==> config.mk <==
export PLATFORM = sky130hd
export DESIGN_NAME = spi_regport_slave
export DESIGN_NICKNAME = d
export VERILOG_FILES = /design/src/rtl/spi_regport_slave_pkg.sv /design/src/rtl/spi_regport_slave_sync.sv /design/src/rtl/spi_regport_slave.sv
export SDC_FILE = /design/constraint.sdc
export NUM_CORES = 1
export LEC_CHECK = 0
export ABC_AREA = 1
export BUFFER_PORTS_ARGS = -buffer_cell sky130_fd_sc_hd__buf_4
export CAP_MARGIN = 15
export CORE_ASPECT_RATIO = 1.2
export CORE_MARGIN = 2
export CORE_UTILIZATION = 30
export CTS_CLUSTER_DIAMETER = 60
export CTS_CLUSTER_SIZE = 40
export DETAILED_ROUTE_END_ITERATION = 10
export PLACE_DENSITY = 0.52
export RECOVER_POWER = 100
export SLEW_MARGIN = 5
export SYNTH_ARGS = -nofsm -noshare
export SYNTH_HDL_FRONTEND = slang
export SYNTH_SLANG_ARGS = --single-unit
==> constraint.sdc <==
create_clock -name clk -period 1.6 [get_ports clk]
set_input_delay 0.08 -clock clk [delete_from_list [all_inputs] [get_ports clk]]
set_output_delay 0.08 -clock clk [all_outputs]
set_load 0.005 [all_outputs]
==> src/rtl/spi_regport_slave_pkg.sv <==
// Shared frame layout and state encoding for the SPI register-port slave.
package spi_regport_slave_pkg;

   localparam int RD_BIT     = 15;
   localparam int HALF_BIT   = 14;
   localparam int ADDR_LSB   = 0;
   localparam int ADDR_MSB   = 7;
   localparam int HDR_BITS   = 16;
   localparam int DATA_BITS  = 32;
   localparam int FRAME_BITS = HDR_BITS + DATA_BITS;
   localparam int CNT_W      = 6;

   typedef enum logic [2:0] {
      ST_IDLE    = 3'd0,
      ST_HDR     = 3'd1,
      ST_WR_DATA = 3'd2,
      ST_RD_DATA = 3'd3,
      ST_OVERRUN = 3'd4
   } state_e;

endpackage

==> src/rtl/spi_regport_slave_sync.sv <==
// Multi-flop synchronizers for the three SPI pins plus edge detection on sen/sclk.
module spi_pin_sync #(
   parameter int SYNC_STAGES = 2
) (
   input  logic clk,
   input  logic reset,
   input  logic sen_i,
   input  logic sclk_i,
   input  logic mosi_i,
   output logic sen_o,
   output logic mosi_o,
   output logic sen_fall_o,
   output logic sen_rise_o,
   output logic sclk_rise_o,
   output logic sclk_fall_o
);

   logic [SYNC_STAGES-1:0] sen_q;
   logic [SYNC_STAGES-1:0] sclk_q;
   logic [SYNC_STAGES-1:0] mosi_q;
   logic                   sen_prev_q;
   logic                   sclk_prev_q;

   // Reset loads the idle bus state so no spurious edge appears on release.
   always_ff @(posedge clk) begin
      if (reset) begin
         sen_q       <= '1;
         sclk_q      <= '0;
         mosi_q      <= '0;
         sen_prev_q  <= 1'b1;
         sclk_prev_q <= 1'b0;
      end else begin
         sen_q       <= {sen_q[SYNC_STAGES-2:0], sen_i};
         sclk_q      <= {sclk_q[SYNC_STAGES-2:0], sclk_i};
         mosi_q      <= {mosi_q[SYNC_STAGES-2:0], mosi_i};
         sen_prev_q  <= sen_q[SYNC_STAGES-1];
         sclk_prev_q <= sclk_q[SYNC_STAGES-1];
      end
   end

   assign sen_o       = sen_q[SYNC_STAGES-1];
   assign mosi_o      = mosi_q[SYNC_STAGES-1];
   assign sen_fall_o  =  sen_prev_q  & ~sen_q[SYNC_STAGES-1];
   assign sen_rise_o  = ~sen_prev_q  &  sen_q[SYNC_STAGES-1];
   assign sclk_rise_o = ~sclk_prev_q &  sclk_q[SYNC_STAGES-1];
   assign sclk_fall_o =  sclk_prev_q & ~sclk_q[SYNC_STAGES-1];

endmodule

==> src/rtl/spi_regport_slave.sv <==
// SPI mode-0 slave translating 48-bit frames into settings writes and readback reads.
module spi_regport_slave
   import spi_regport_slave_pkg::*;
#(
   parameter int          SYNC_STAGES = 2,
   parameter logic [31:0] RB_DEFAULT  = 32'h0BADC0DE
) (
   input  logic        clk,
   input  logic        reset,
   input  logic        sen,
   input  logic        sclk,
   input  logic        mosi,
   output logic        miso,
   output logic        miso_oe,
   output logic        set_stb,
   output logic [7:0]  set_addr,
   output logic [31:0] set_data,
   output logic [7:0]  rb_addr,
   input  logic        rb_stb,
   input  logic [63:0] rb_data,
   output logic        frame_err
);

   localparam logic [CNT_W-1:0] CNT_HDR_LAST = CNT_W'(HDR_BITS - 1);
   localparam logic [CNT_W-1:0] CNT_FRM_LAST = CNT_W'(FRAME_BITS - 1);
   localparam logic [CNT_W-1:0] CNT_FRM      = CNT_W'(FRAME_BITS);
   localparam logic [CNT_W-1:0] CNT_ONE      = CNT_W'(1);

   logic sen_s, mosi_s, sen_fall, sen_rise, sclk_rise, sclk_fall;

   spi_pin_sync #(
      .SYNC_STAGES (SYNC_STAGES)
   ) u_sync (
      .clk         (clk),
      .reset       (reset),
      .sen_i       (sen),
      .sclk_i      (sclk),
      .mosi_i      (mosi),
      .sen_o       (sen_s),
      .mosi_o      (mosi_s),
      .sen_fall_o  (sen_fall),
      .sen_rise_o  (sen_rise),
      .sclk_rise_o (sclk_rise),
      .sclk_fall_o (sclk_fall)
   );

   state_e                 state_q;
   logic [CNT_W-1:0]       cnt_q;
   logic [HDR_BITS-2:0]    hdr_q;
   logic [DATA_BITS-2:0]   data_q;
   logic                   set_stb_q;
   logic [7:0]             set_addr_q;
   logic [31:0]            set_data_q;
   logic [7:0]             rb_addr_q;
   logic                   miso_q;
   logic                   frame_err_q;
   logic                   rb_got_q;
   logic                   rb_loaded_q;
   logic [31:0]            rb_word_q;
   logic [31:0]            rb_shift_q;
   logic [SYNC_STAGES:0]   settle_q;
   logic                   armed_q;

   logic [HDR_BITS-1:0]  hdr_nxt;
   logic [DATA_BITS-1:0] data_nxt;
   logic [31:0]          rb_sel;
   logic [31:0]          rb_word_now;
   logic                 rb_miss;

   assign hdr_nxt     = {hdr_q, mosi_s};
   assign data_nxt    = {data_q, mosi_s};
   assign rb_sel      = hdr_q[HALF_BIT] ? rb_data[63:32] : rb_data[31:0];
   // On the 16th falling edge the strobe may arrive in that very cycle.
   assign rb_word_now = rb_got_q ? rb_word_q : (rb_stb ? rb_sel : RB_DEFAULT);
   assign rb_miss     = ~rb_got_q & ~rb_stb;

   always_ff @(posedge clk) begin
      if (reset) begin
         state_q     <= ST_IDLE;
         cnt_q       <= '0;
         hdr_q       <= '0;
         data_q      <= '0;
         set_stb_q   <= 1'b0;
         set_addr_q  <= '0;
         set_data_q  <= '0;
         rb_addr_q   <= '0;
         miso_q      <= 1'b0;
         frame_err_q <= 1'b0;
         rb_got_q    <= 1'b0;
         rb_loaded_q <= 1'b0;
         rb_word_q   <= '0;
         rb_shift_q  <= '0;
         settle_q    <= '0;
         armed_q     <= 1'b0;
      end else begin
         set_stb_q   <= 1'b0;
         frame_err_q <= 1'b0;
         // Only arm once the synchronizer has flushed and sen is seen idle,
         // so a frame already in progress across reset is never picked up.
         settle_q    <= {settle_q[SYNC_STAGES-1:0], 1'b1};
         if (settle_q[SYNC_STAGES] && sen_s) armed_q <= 1'b1;
         if (state_q != ST_RD_DATA) miso_q <= 1'b0;

         if (sen_rise) begin
            if (state_q != ST_IDLE && cnt_q != '0 && cnt_q < CNT_FRM)
               frame_err_q <= 1'b1;
            state_q <= ST_IDLE;
         end else if (sen_fall && armed_q) begin
            state_q     <= ST_HDR;
            cnt_q       <= '0;
            rb_got_q    <= 1'b0;
            rb_loaded_q <= 1'b0;
         end else begin
            case (state_q)
               ST_HDR: begin
                  if (sclk_rise) begin
                     hdr_q <= hdr_nxt[HDR_BITS-2:0];
                     cnt_q <= cnt_q + CNT_ONE;
                     if (cnt_q == CNT_HDR_LAST) begin
                        if (hdr_nxt[RD_BIT]) begin
                           state_q   <= ST_RD_DATA;
                           rb_addr_q <= hdr_nxt[ADDR_MSB:ADDR_LSB];
                        end else begin
                           state_q <= ST_WR_DATA;
                        end
                     end
                  end
               end
               ST_WR_DATA: begin
                  if (sclk_rise) begin
                     data_q <= data_nxt[DATA_BITS-2:0];
                     cnt_q  <= cnt_q + CNT_ONE;
                     if (cnt_q == CNT_FRM_LAST) begin
                        state_q    <= ST_OVERRUN;
                        set_stb_q  <= 1'b1;
                        set_addr_q <= hdr_q[ADDR_MSB:ADDR_LSB];
                        set_data_q <= data_nxt;
                     end
                  end
               end
               ST_RD_DATA: begin
                  if (!rb_loaded_q && !rb_got_q && rb_stb) begin
                     rb_got_q  <= 1'b1;
                     rb_word_q <= rb_sel;
                  end
                  if (sclk_fall) begin
                     if (!rb_loaded_q) begin
                        rb_loaded_q <= 1'b1;
                        miso_q      <= rb_word_now[31];
                        rb_shift_q  <= {rb_word_now[30:0], 1'b0};
                        frame_err_q <= rb_miss;
                     end else begin
                        miso_q     <= rb_shift_q[31];
                        rb_shift_q <= {rb_shift_q[30:0], 1'b0};
                     end
                  end
                  if (sclk_rise) begin
                     cnt_q <= cnt_q + CNT_ONE;
                     if (cnt_q == CNT_FRM_LAST) state_q <= ST_OVERRUN;
                  end
               end
               default: ;
            endcase
         end
      end
   end

   assign miso      = miso_q;
   assign miso_oe   = ~sen_s;
   assign set_stb   = set_stb_q;
   assign set_addr  = set_addr_q;
   assign set_data  = set_data_q;
   assign rb_addr   = rb_addr_q;
   assign frame_err = frame_err_q;

endmodule

# == Word level (Yosys, flattened, before mapping) ==
# Index checks and enable logic that the tools add are counted.
# classes
eq_ne,14
n_mux,34
n_bitwise,15
n_lt_le_gt_ge,1
n_reduce_logical,33
n_addsub,1
# ops
operator,count
$mux W32,4
$mux W1,22
$mux W6,3
$reduce_and A4 Y1,4
$reduce_and A5 Y1,3
$mux W3,4
$reduce_bool A2 Y1,6
$not A1 Y1,10
$reduce_and A3 Y1,3
$add A6 B1 Y6 const B,1
$eq A3 B2 Y1 const B,2
$eq A6 B4 Y1 const B,1
$eq A6 B6 Y1 const B,1
$logic_and A1 B1 Y1,6
$lt A6 B6 Y1 const B,1
$ne A3 B1 Y1 const B,2
$ne A3 B3 Y1 const B,2
$pmux W3 S2,1
$reduce_and A6 Y1,1
$reduce_bool A3 Y1,2
$reduce_bool A6 Y1,1
$reduce_or A3 Y1,2
$and A1 B1 Y1,5
$reduce_or A5 Y1,1
6 further kinds,10
# word_totals
out_inout_bits,52
in_bits,70
word_cells,121
regBits,184

# == Logic depth before layout (Yosys ltp) ==
# Gate-level depths: netlist of run 1.
# depth
word_depth,8
ltp_mapped,10
depth_no_buf,10

# == Cells and area by module ==
# From an unflattened synthesis of run 1, not the netlist that was laid out.
# unflattened
hier_cells,1047
area_unflattened_um2,7693.6
# modules_own_cells
module,area_each_um2,n_inst,seq_area_each_um2,cells_each
spi_regport_slave,7447.1,1,3503.4,1016
spi_pin_sync,246.5,1,160.2,31

# == Worst setup path before layout of run 1 ==
# OpenSTA, ideal clock, no wires.
# synth_timing
kind,flip-flop to flip-flop
startpoint,reg cnt_q[0]
endpoint,reg rb_addr_q[0] (netlist: rb_addr[0])
stages_incl_launch_ff,9
synth_period_minus_slack_ps,1506
required_ps,1484
slack_ps,94
t_arrival_ps,1390
path_buffers,0
setup_ps,116
cell_sequence,dfxtp_1 > ha_1 > nand2_1 > nor2_2 > nand2_1 > nor2_2 > nand2_2 > o21ai_0 > nor2_1
# synth_between
elab_chain_len,2
# synth_rtl
item,line_no,rtl
start: declaration,spi_regport_slave.sv:48,logic [CNT_W-1:0] cnt_q;
start signal: assignment,spi_regport_slave.sv:118,cnt_q <= cnt_q + CNT_ONE;
start signal: assignment,spi_regport_slave.sv:132,cnt_q <= cnt_q + CNT_ONE;
start signal: assignment,spi_regport_slave.sv:158,cnt_q <= cnt_q + CNT_ONE;
$eq A6 B4 Y1,spi_regport_slave.sv:119,if (cnt_q == CNT_HDR_LAST) begin
$reduce_and A6 Y1 (no line),--,
end signal: assignment,spi_regport_slave.sv:122,rb_addr_q <= hdr_nxt[ADDR_MSB:ADDR_LSB];
end: declaration,spi_regport_slave.sv:54,logic [7:0] rb_addr_q;
# Every way passes these cells.
# A chain may end at the register's enable or synchronous reset.

# == Worst setup path after layout of run 1 ==
# layout_timing
startpoint,reg u_sync.sen_q[1]
endpoint,reg data_q[3]
# layout_between
elab_chain_len,5
word_cells_on_any_way,7
classes_between,5 x bitwise; 2 x reduce/logical
# layout_rtl
item,line_no,rtl
start: declaration,spi_regport_slave_sync.sv:18,logic [SYNC_STAGES-1:0] sen_q;
start signal: assignment,spi_regport_slave_sync.sv:33,"sen_q <= {sen_q[SYNC_STAGES-2:0], sen_i};"
$not A1 Y1,spi_regport_slave_sync.sv:43,assign sen_fall_o = sen_prev_q & ~sen_q[SYNC_STAGES-1];
$and A1 B1 Y1,spi_regport_slave_sync.sv:43,
$logic_and A1 B1 Y1,spi_regport_slave.sv:108,end else if (sen_fall && armed_q) begin
$not A1 Y1 (no line),--,
$reduce_and A4 Y1 (no line) (*),--,
end signal: assignment,spi_regport_slave.sv:131,data_q <= data_nxt[DATA_BITS-2:0];
end: declaration,spi_regport_slave.sv:50,logic [DATA_BITS-2:0] data_q;
# Every way passes the cells marked *; elsewhere a longest branch is shown, timed or not.

==> results_dict.tcl, run 1 <==
set metrics [dict create \
    status "complete, no violations" \
    finalMaxSlewViolations 0 \
    finish.net_count 1241 \
    cts.clk_slew.worst_paths_ps 80 \
    sequentialPowerShare 0.494 \
    area.growth.synth_to_final_pct 26.4 \
    slew_headroom 0.315 \
    numCtsBuffers 17 \
    critPathArrivalTime_ps 1750 \
    cts-root-to-sink-buffers 2 \
    grt-ovfl-total 0 \
    drc_errors 0 \
    setup.worst_path.class "reg2reg" \
    synth.ff_latch_count 183 \
    synth.net_count 1122 \
    maximum_number_of_pins_on_one_net_before_global_route_repair 82 \
    power_density_nw_per_um2 931 \
    clk_root_buffer_cell "sky130_fd_sc_hd__clkbuf_16" \
    vias_per_cell 4.50 \
    yosys.area_share.adder 0.00318 \
    drv_cap 0 \
    grt_antenna_before_repair 0 \
    worstSetupEndpointType "flop" \
    combinational_family_with_the_most_area_after_synthesis "compound AO/OA/AOI/OAI gates" \
    place.detailed.hpwl_um 12900 \
    postCtsSetupBuffers 0 \
    h-tree-depth 4 \
    route.vias.total 6811 \
    hold_slack_ps 4.90 \
    period_minus_slack_ps 1500 \
    setup_violation_total_in_the_final_timing_report 0 \
    critical_path.top_delay_family "simple AND/OR/NAND/NOR gates" \
    routabilityCongestion 0.784 \
    hold_path.class "in2reg" \
    peakVddDrop_uv 598 \
    final_hold_viol_count 0 \
    initialDrtViolationCount 347 \
    via_count_of_the_first_global_routing_pass 6423 \
    groute.usage.overall 0.137 \
    switching_share 0.238 \
    start_util 0.307 \
    fin_worst_skew_ps 12.2 \
    critical-path-max-stage-delay_ps 350 \
    worstPathBufferInverterCount 3 \
    final_min_period_over_clock_period 0.936 \
    fp.dieArea_um2 27500 \
    p_switching_mw 2.21 \
    io_pins 122 \
    num_antenna_cells 0 \
    synth.area.mux_share 0 \
    synth.yosys.seq_area_share 0.466 \
    synth_warnings 0 \
    part_of_the_power_in_the_clock_network 0.457 \
    synthSimpleGateAreaFrac 0.215 \
    synth.avg_cell_area_um2 7.49 \
    worstPathCellList "inv_2 > nand3_2 > nand2_2 > nor2_4 > nand2_2 > inv_2 > clkbuf_4 > a211oi_1" \
    yosys.cell_types.count 32 \
    timing_worst_slew_pin_value_ps 1030 \
    antenna_nets_post_route 0 \
    yosys.area_share.xor_xnor 0 \
    grt_setup_unrepaired "true" \
    syn-cell-area_um2 7870 \
    first_pass_iters 4 \
    worst-path-max-fanout 15 \
    design.core.area_um2 25600 \
    layout.filler_cells 2754 \
    critical_path.startpoint_type "flop" \
    floorplan.rows 64 \
    clkLatencyLatePin_ps 430 \
    numClockSinks 183 \
    static_leak_nw 4.28 \
    postSynthCellCount 1050 \
    p_comb_frac 0.049 \
    first_pass_grt_wire_length_um 31600 \
    critical_path_required_ps 1860 \
    synth_compound_area_frac 0.215 \
    drive_above_1_share 0.225 \
    place.port_buffers 121 \
    crit_path_top_delay_cell "sky130_fd_sc_hd__dfxtp_2" \
    fmaxAchievable_mhz 668 \
    multi_input_comb_area_um2 3460 \
    p_int_mw 7.05 \
    die_height_um 181 \
    final_wirelength_um 18800 \
    cts_tree "done" \
    register_cell_area_after_layout_um2 3670 \
    design_power_total_mw 9.26 \
    detail_route.wl_per_cell_um 12.5 \
    die_w_um 152 \
]
==> worst reg2reg max path: stages (launching register included) <==
cell and delay (ps):
sky130_fd_sc_hd__dfxtp_2 350, sky130_fd_sc_hd__inv_2 50, sky130_fd_sc_hd__nand3_2 130, sky130_fd_sc_hd__nand2_2 130, sky130_fd_sc_hd__nor2_4 140, sky130_fd_sc_hd__nand2_2 70
sky130_fd_sc_hd__inv_2 80, sky130_fd_sc_hd__clkbuf_4 270, sky130_fd_sc_hd__a211oi_1 120
==> cells in the mapped netlist (all sizes together) <==
library cell / n / area share
nand2: 111 / 0.055
nor3: 4 / 0.0040
nor4: 1 / 0.0016
dfxtp: 183 / 0.47
ha: 2 / 0.0032
nor2: 188 / 0.093
o211ai: 1 / 0.00095
inv: 127 / 0.061
o21bai: 32 / 0.031
or2: 34 / 0.027
o21ai: 130 / 0.083
a211oi: 15 / 0.019
o211a: 16 / 0.020
o22ai: 15 / 0.012
nand4: 7 / 0.0072
buf: 34 / 0.025
a21oi: 76 / 0.048
o2111ai: 1 / 0.0011
clkbuf: 31 / 0.015
nand3: 42 / 0.027
==> through the flow <==
stage / TNS, ps / utilization / instance area [um2] / std cells / worst slack [ps]
floorplan: 0 / - / 7870 / 1050 / 93.8
global placement: 0 / 0.361 / 9260 / 1475 / 53.3
detailed placement: 0 / 0.361 / 9260 / 1475 / 29.5
CTS: 0 / 0.386 / 9890 / 1510 / 6.22
global route: -179 / 0.388 / 9940 / 1512 / -21.7
finish: 0 / 0.388 / 9940 / 1512 / 103
==> path summary, 6_finish.rpt <==
path / start / slack, ps / cells after the start / end
setup / recovery: u_sync.sen_q[1] / 100 / 8 / data_q[3]
hold / removal: rb_data[25] / 5 / 5 / rb_word_q[25]
setup reg to reg: u_sync.sen_q[1] / 100 / 8 / data_q[3]
hold reg to reg: settle_q[0] / 400 / 2 / settle_q[1]
==> registers in the layout, indices dropped and copies added, names as in the netlist, 2 cells and up <==
| name | cells |
|---|---|
| settle_q | 3 |
| set_addr | 8 |
| rb_addr | 8 |
| state_q | 3 |
| u_sync.mosi_q | 2 |
| u_sync.sen_q | 2 |
| u_sync.sclk_q | 2 |
| data_q | 31 |
| hdr_q | 15 |
| set_data | 32 |
| cnt_q | 6 |
| rb_shift_q | 31 |
| rb_word_q | 32 |
==> cell usage in the layout, fill, tap and decap left out, drive strengths merged <==
cell,synthesis,final
a211oi,15,15
o211a,16,16
o21ai,130,130
inv,127,134
o21bai,32,32
clkbuf,31,76
nor4,1,1
o22ai,15,15
buf,34,104
nor3,4,4
or2,34,34
clkinv,0,4
clkinvlp,0,2
dlygate4sd3,0,3
nor2,188,188
o2111ai,1,1
bufinv,0,1
a21oi,76,76
o211ai,1,1
ha,2,2
nand2,111,111
nand4,7,7
dfxtp,183,183
nand3,42,42
==> repair_timing <==
action | CTS | global route
endpoints found under the setup margin | 0 | 118
endpoints found under the hold margin | 3 | 0
hold buffers | 3 | 0
gates resized for setup | 0 | 26
==> per-layer routing <==
metal / vias up / track usage / part of all wire
li1: 3643 / - / -
met1: 3041 / 0.176 / 0.48
met2: 115 / 0.235 / 0.48
met3: 12 / 0.0260 / 0.033
met4: 0 / 0.0407 / 0.0093
met5: - / 0 / 0
==> layout make-up <==
type / count / area share
Tap cell: 330 / 0.0415
Timing Repair Buffer: 165 / 0.133
Sequential cell: 183 / 0.369
Multi-Input combinational cell: 675 / 0.348
Clock buffer: 18 / 0.0442
Inverter: 127 / 0.0482
Clock inverter: 14 / 0.0160
==> cells by family after synthesis <==
group / after synthesis
AO/OA/AOI/OAI: 286
adder cells (fa/ha/maj): 2
buffers and inverters: 192
flip-flops: 183
AND/OR/NAND/NOR: 387
==> power by group through the flow <==
stage,clock (mW),sequential [mW],combinational [mW]
global placement,0,4.68,0.449
finish,4.23,4.57,0.452
global route,4.55,4.57,0.518
CTS,4.37,4.57,0.459
floorplan,0,4.68,0.236
detailed placement,0,4.68,0.452
No activity file was read; power rests on OpenSTA's default activity.
==> run 2: changes to the inputs <==
ABC_CLOCK_PERIOD_IN_PS = 1400   (was default)
PLACE_DENSITY = 0.51   (was 0.52)
clock period = 1.4 ns   (was 1.6 ns; I/O delays follow)
==> results_dict.tcl, run 2 (same netlist as run 1, synthesis figures left out) <==
set metrics [dict create \
    status "finished, violations left" \
    violated_checks "hold timing, setup timing" \
    fp.dieArea_um2 27500 \
    worstPathBufferInverterCount 3 \
    first_pass_grt_wire_length_um 32700 \
    design.core.area_um2 25600 \
    drc_errors 0 \
    r2r_slack_ps -60 \
    timing.hold.worst_path_depth 5 \
    numClockSinks 183 \
    critical_path.startpoint_type "flop" \
    timing_worst_slew_pin_value_ps 551 \
    critical_path.top_delay_family "simple AND/OR/NAND/NOR gates" \
    worst_setup_slack_final_ps -62.3 \
    crit_path_top_delay_cell "sky130_fd_sc_hd__dfxtp_2" \
    layout_commonest_cell "sky130_fd_sc_hd__dfxtp_1" \
    grt-ovfl-total 0 \
    route.vias.total 7185 \
    critical_path_required_ps 1780 \
    power_density_nw_per_um2 941 \
    final_core_utilization 0.440 \
    numCtsBuffers 17 \
    grt_antenna_before_repair 0 \
    drive_above_1_share 0.351 \
    peakVddDrop_uv 716 \
    die_height_um 181 \
    routabilityCongestion 0.759 \
    hold_slack_ps -25.1 \
    cts_tree "done" \
    final_wirelength_um 20800 \
    finalMaxSlewViolations 0 \
    worst-path-max-fanout 7 \
    worstPathCellList "inv_4 > nor2_4 > nand2_4 > nor4_4 > nand2_4 > inv_8 > clkbuf_16 > nor2_1 > nor2_1" \
    io_pins 122 \
    fmaxAchievable_mhz 684 \
    register_cell_area_after_layout_um2 3680 \
    grt_setup_unrepaired "true" \
    finish.net_count 1303 \
    via_count_of_the_first_global_routing_pass 6630 \
    first_pass_iters 4 \
    place.detailed.hpwl_um 13300 \
    fin_worst_skew_ps 12.4 \
    design_power_total_mw 10.6 \
    final_min_period_over_clock_period 1.04 \
    hold_path.class "in2reg" \
    layout.filler_cells 2617 \
    hold_path.startpoint "rb_data[5]" \
    die_w_um 152 \
    static_leak_nw 4.77 \
    worstSetupEndpointType "flop" \
    detail_route.wl_per_cell_um 13.2 \
    placed_cell_area_um2 9640 \
    drv_cap 0 \
    area.growth.synth_to_final_pct 43.3 \
    cts.clk_slew.worst_paths_ps 80 \
    critPathArrivalTime_ps 1840 \
    clk_root_buffer_cell "sky130_fd_sc_hd__clkbuf_16" \
    initialDrtViolationCount 283 \
    critical_path.reg2reg.startpoint "state_q[1]" \
    h-tree-depth 4 \
    place.port_buffers 121 \
    period_minus_slack_ps 1460 \
    regToRegEndpoint "rb_word_q[16]" \
    critical-path-max-stage-delay_ps 350 \
    antenna_nets_post_route 0 \
    setup_violation_total_in_the_final_timing_report 65 \
    setup.worst_path.class "reg2reg" \
    maximum_number_of_pins_on_one_net_before_global_route_repair 54 \
    num_antenna_cells 0 \
    floorplan.rows 64 \
    slew_headroom 0.633 \
    start_util 0.307 \
    mostFrequentLayoutCells "sky130_fd_sc_hd__dfxtp_1, sky130_fd_sc_hd__nor2_1, sky130_fd_sc_hd__buf_4, sky130_fd_sc_hd__inv_1, sky130_fd_sc_hd__nand2_1" \
    cts-root-to-sink-buffers 2 \
    clkLatencyLatePin_ps 430 \
    ff2ff_path_depth 9 \
    final_hold_viol_count 9 \
    vias_per_cell 4.56 \
    multi_input_comb_area_um2 4010 \
    worst_hold_path.endpoint "rb_word_q[5]" \
    final_instance_area_um2 11300 \
    groute.usage.overall 0.142 \
    pre_cts_ws_ps -157 \
]
-- run 2: cell count changes in the layout (fill, tap and decap cells not counted), moves of 8 or more --
cell | previous run | this run
sky130_fd_sc_hd__nor2_1 | 182 | 164
sky130_fd_sc_hd__o21ai_0 | 64 | 21
sky130_fd_sc_hd__nand3_1 | 41 | 23
sky130_fd_sc_hd__buf_6 | 6 | 18
sky130_fd_sc_hd__a21oi_1 | 75 | 61
sky130_fd_sc_hd__dfxtp_1 | 181 | 173
sky130_fd_sc_hd__nor2_2 | 2 | 15
sky130_fd_sc_hd__buf_4 | 93 | 118
sky130_fd_sc_hd__a21oi_2 | 1 | 15
sky130_fd_sc_hd__o21ai_2 | 2 | 37
sky130_fd_sc_hd__nand3_2 | 1 | 17
-- run 2: how the worst max path moves through the flow --
stage | startpoint | end | slack (ps) | cells after the start
2_1_floorplan | u_sync.sclk_q[1] | hdr_q[13] | -5 | 8
3_3_place_gp | u_sync.sen_prev_q | hdr_q[14] | -130 | 9
3_5_place_dp | u_sync.sen_prev_q | hdr_q[14] | -160 | 9
4_1_cts | cnt_q[0] | set_data[28] | -40 | 7
5_1_grt | state_q[1] | rb_word_q[0] | -130 | 9
6_report | state_q[1] | rb_word_q[16] | -60 | 9
-- run 2: where the power goes --
group | switching, mW | total (mW) | leakage [nW] | internal (mW)
Clock | 2.38 | 4.78 | 0.281 | 2.40
Combinational | 0.308 | 0.602 | 3.01 | 0.294
Sequential | 0.0110 | 5.23 | 1.48 | 5.22
Total | 2.70 | 10.6 | 4.77 | 7.90
-- run 2: metal layers --
layer,part of all wire,GRT usage
met1,0.46,0.178
met2,0.49,0.246
met4,0.018,0.0520
met3,0.037,0.0241
met5,0,0
-- run 2: timing repair --
item                                    in CTS  in global routing
hold endpoints to repair                     8                  2
gates cloned                                 1                 10
endpoints found under the setup margin     158                169
pin swaps                                   10                 53
hold buffers                                 8                  2
buffers inserted                             4                  7
gates resized for setup                     63                162
-- run 2: layout make-up --
type	instances	share of cell area
clock inverters	15	0.0148
multi-input cells	676	0.356
flip-flops and latches	183	0.326
well taps	330	0.0366
repair buffers	226	0.184
inverters	127	0.0444
clock buffers	17	0.0377
-- run 2: worst reg2reg max path: stages (launching register included) --
cell and delay, ps:
sky130_fd_sc_hd__dfxtp_2 350, sky130_fd_sc_hd__inv_4 50, sky130_fd_sc_hd__nor2_4 120, sky130_fd_sc_hd__nand2_4 80, sky130_fd_sc_hd__nor4_4 190, sky130_fd_sc_hd__nand2_4 190
sky130_fd_sc_hd__inv_8 140, sky130_fd_sc_hd__clkbuf_16 170, sky130_fd_sc_hd__nor2_1 40, sky130_fd_sc_hd__nor2_1 90
-- run 2: metrics by stage --
| step | hold WS (ps) | setup TNS, ps | std cells |
|---|---|---|---|
| 4_1_cts | 0.931 | -512 | 1559 |
| 2_1_floorplan | 174 | -41.8 | 1050 |
| 6_report | -25.1 | -1860 | 1574 |
| 3_3_place_gp | 256 | -6510 | 1514 |
| 3_5_place_dp | 258 | -9810 | 1514 |
| 5_1_grt | 5.31 | -11530 | 1574 |
==> run 3: changes to the inputs <==
CORE_UTILIZATION = 54   (was 30)
PLACE_DENSITY = 0.79   (was 0.51)
==> results_dict.tcl, run 3 (same netlist as run 1, synthesis figures left out) <==
set metrics [dict create \
    first_pass_grt_wire_length_um 31900 \
    floorplan.rows 48 \
    critical_path.startpoint_type "flop" \
    drc_errors 0 \
    worst_setup_slack_final_ps -169 \
    num_antenna_cells 0 \
    final_hold_viol_count 6 \
    design_power_total_mw 11.1 \
    io_pins 122 \
    first_pass_iters 6 \
    period_minus_slack_ps 1570 \
    setup.worst_path.class "reg2reg" \
    p_int_mw 8.65 \
    violated_checks "hold timing, setup timing" \
    numClockSinks 183 \
    start_util 0.550 \
    critical_path_endpoint "data_q[13]" \
    timing_worst_slew_pin_value_ps 660 \
    grt_antenna_before_repair 0 \
    hold_slack_ps -21.3 \
    critical_path.reg2reg.startpoint "state_q[1]" \
    route.vias.total 7885 \
    worst_setup_path_startpoint "state_q[1]" \
    setup_violation_total_in_the_final_timing_report 123 \
    cts.clk_slew.worst_paths_ps 70 \
    fmaxAchievable_mhz 637 \
    cts_tree "done" \
    final_core_utilization 0.791 \
    place.detailed.hpwl_um 11900 \
    drive_above_1_share 0.361 \
    worstSetupEndpointType "flop" \
    final_wirelength_um 24000 \
    grt_setup_unrepaired "true" \
    layout.filler_cells 893 \
    clkLatencyLatePin_ps 440 \
    worst-path-max-fanout 6 \
    via_count_of_the_first_global_routing_pass 6846 \
    place.port_buffers 121 \
    groute.usage.overall 0.254 \
    detail_route.wl_per_cell_um 16.9 \
    status "finished, violations left" \
    sequentialPowerShare 0.473 \
    place.detailed.instances 1341 \
    tns_ps -7330 \
    h-tree-depth 4 \
    static_leak_nw 4.87 \
    power_density_nw_per_um2 979 \
    antenna_nets_post_route 0 \
    finalMaxSlewViolations 0 \
    grt-ovfl-total 0 \
    critical_path_required_ps 1740 \
    die_height_um 136 \
    design.core.area_um2 14300 \
    slew_headroom 0.560 \
    cpMostUsedCell "sky130_fd_sc_hd__nor2_4" \
    fin_worst_skew_ps 13.4 \
    clk_root_buffer_cell "sky130_fd_sc_hd__clkbuf_16" \
    layout_commonest_cell "sky130_fd_sc_hd__dfxtp_1" \
    maximum_number_of_pins_on_one_net_before_global_route_repair 52 \
    regToRegEndpoint "data_q[13]" \
    area.growth.synth_to_final_pct 43.7 \
    finish.net_count 1304 \
    die_w_um 114 \
    crit_path_top_delay_cell "sky130_fd_sc_hd__dfxtp_2" \
    ff2ff_path_depth 10 \
    finish.cell_count_without_fillers 1419 \
    p_comb_frac 0.057 \
    critPathArrivalTime_ps 1910 \
    part_of_the_power_in_the_clock_network 0.470 \
    p_switching_mw 2.42 \
    peakVddDrop_uv 876 \
    vias_per_cell 5.56 \
    cts-root-to-sink-buffers 2 \
    worstPathCellList "inv_4 > nor2_4 > nand2_2 > nor2_4 > buf_6 > nand2_8 > clkinv_8 > buf_12 > nor2_4 > a211oi_2" \
    fp.dieArea_um2 15600 \
    initialDrtViolationCount 777 \
    r2r_slack_ps -170 \
    hold_path.class "in2reg" \
    routabilityCongestion 0.870 \
    switching_share 0.218 \
    critical-path-max-stage-delay_ps 350 \
    numCtsBuffers 17 \
    final_min_period_over_clock_period 1.12 \
    drv_cap 0 \
    mostFrequentLayoutCells "sky130_fd_sc_hd__dfxtp_1, sky130_fd_sc_hd__nor2_1, sky130_fd_sc_hd__buf_4, sky130_fd_sc_hd__inv_1, sky130_fd_sc_hd__nand2_1" \
]
-- run 3: cell types whose count changed in the layout (fill, tap and decap cells not counted), moves of 5 or more --
cell                      delta
sky130_fd_sc_hd__nor2_1      +6
sky130_fd_sc_hd__nor2_2      -5
sky130_fd_sc_hd__o21ai_2    +25
sky130_fd_sc_hd__inv_2       -5
sky130_fd_sc_hd__a21oi_1    -10
sky130_fd_sc_hd__a21oi_2     +6
sky130_fd_sc_hd__o21ai_1    -27
sky130_fd_sc_hd__nand3_1    +10
sky130_fd_sc_hd__nand3_2    -10
-- run 3: routing by layer --
metal | GRT usage | vias to the layer above | share of wire
met5 | 0 | - | 0
met4 | 0.106 | 0 | 0.044
met3 | 0.0441 | 94 | 0.059
met2 | 0.443 | 343 | 0.52
met1 | 0.308 | 3677 | 0.38
li1 | - | 3771 | -
-- run 3: cell type report --
type	instances	area, um2	area share
clock buffer	21	470	0.0416
clock inverter	10	168	0.0148
inverter	127	514	0.0455
multi-input combinational	675	4060	0.359
sequential	183	3680	0.326
tap	175	219	0.0194
timing repair buffer	228	2190	0.194
-- run 3: worst max-delay path: cells and delay by family (launching register included) --
family,cells,cell delay (ps)
buffers and inverters,4,400
and+or+nand+nor,5,460
AOI/OAI and AO/OA,1,260
DFF,1,350
-- run 3: worst min-delay path by stage --
stage                            from              end  slack (ps)  depth (start not counted)
after global placement            sen  u_sync.sen_q[0]         260                          2
after floorplan                   sen  u_sync.sen_q[0]         170                          1
after detailed placement          sen  u_sync.sen_q[0]         260                          2
after CTS                 rb_data[18]    rb_word_q[18]          10                          5
after global routing      rb_data[12]    rb_word_q[12]           8                          5
final                     rb_data[10]    rb_word_q[10]         -20                          5
-- run 3: what timing repair did --
action,CTS,global route
endpoints found under the setup margin,139,168
gates cloned,5,11
resized for setup,84,150
hold buffers,10,0
endpoints found under the hold margin,10,0
setup buffers,11,12
pin swaps,10,28
-- run 3: power groups by stage --
stage          Combinational [mW]  Sequential [mW]  Clock [mW]
5_1_grt                     0.692             5.23        5.44
6_report                    0.636             5.23        5.20
2_1_floorplan               0.271             5.35           0
3_5_place_dp                0.515             5.35           0
4_1_cts                     0.565             5.23        5.17
3_3_place_gp                0.508             5.35           0
-- run 3: per-stage QoR --
stage          worst slack, ps  cell area, um2  hold WS, ps
2_1_floorplan            -5.21            7890          174
3_3_place_gp             -49.1            9310          260
3_5_place_dp             -86.4            9310          258
4_1_cts                  -50.0           10500         14.1
5_1_grt                   -241           11300         7.56
6_report                  -169           11300        -21.3
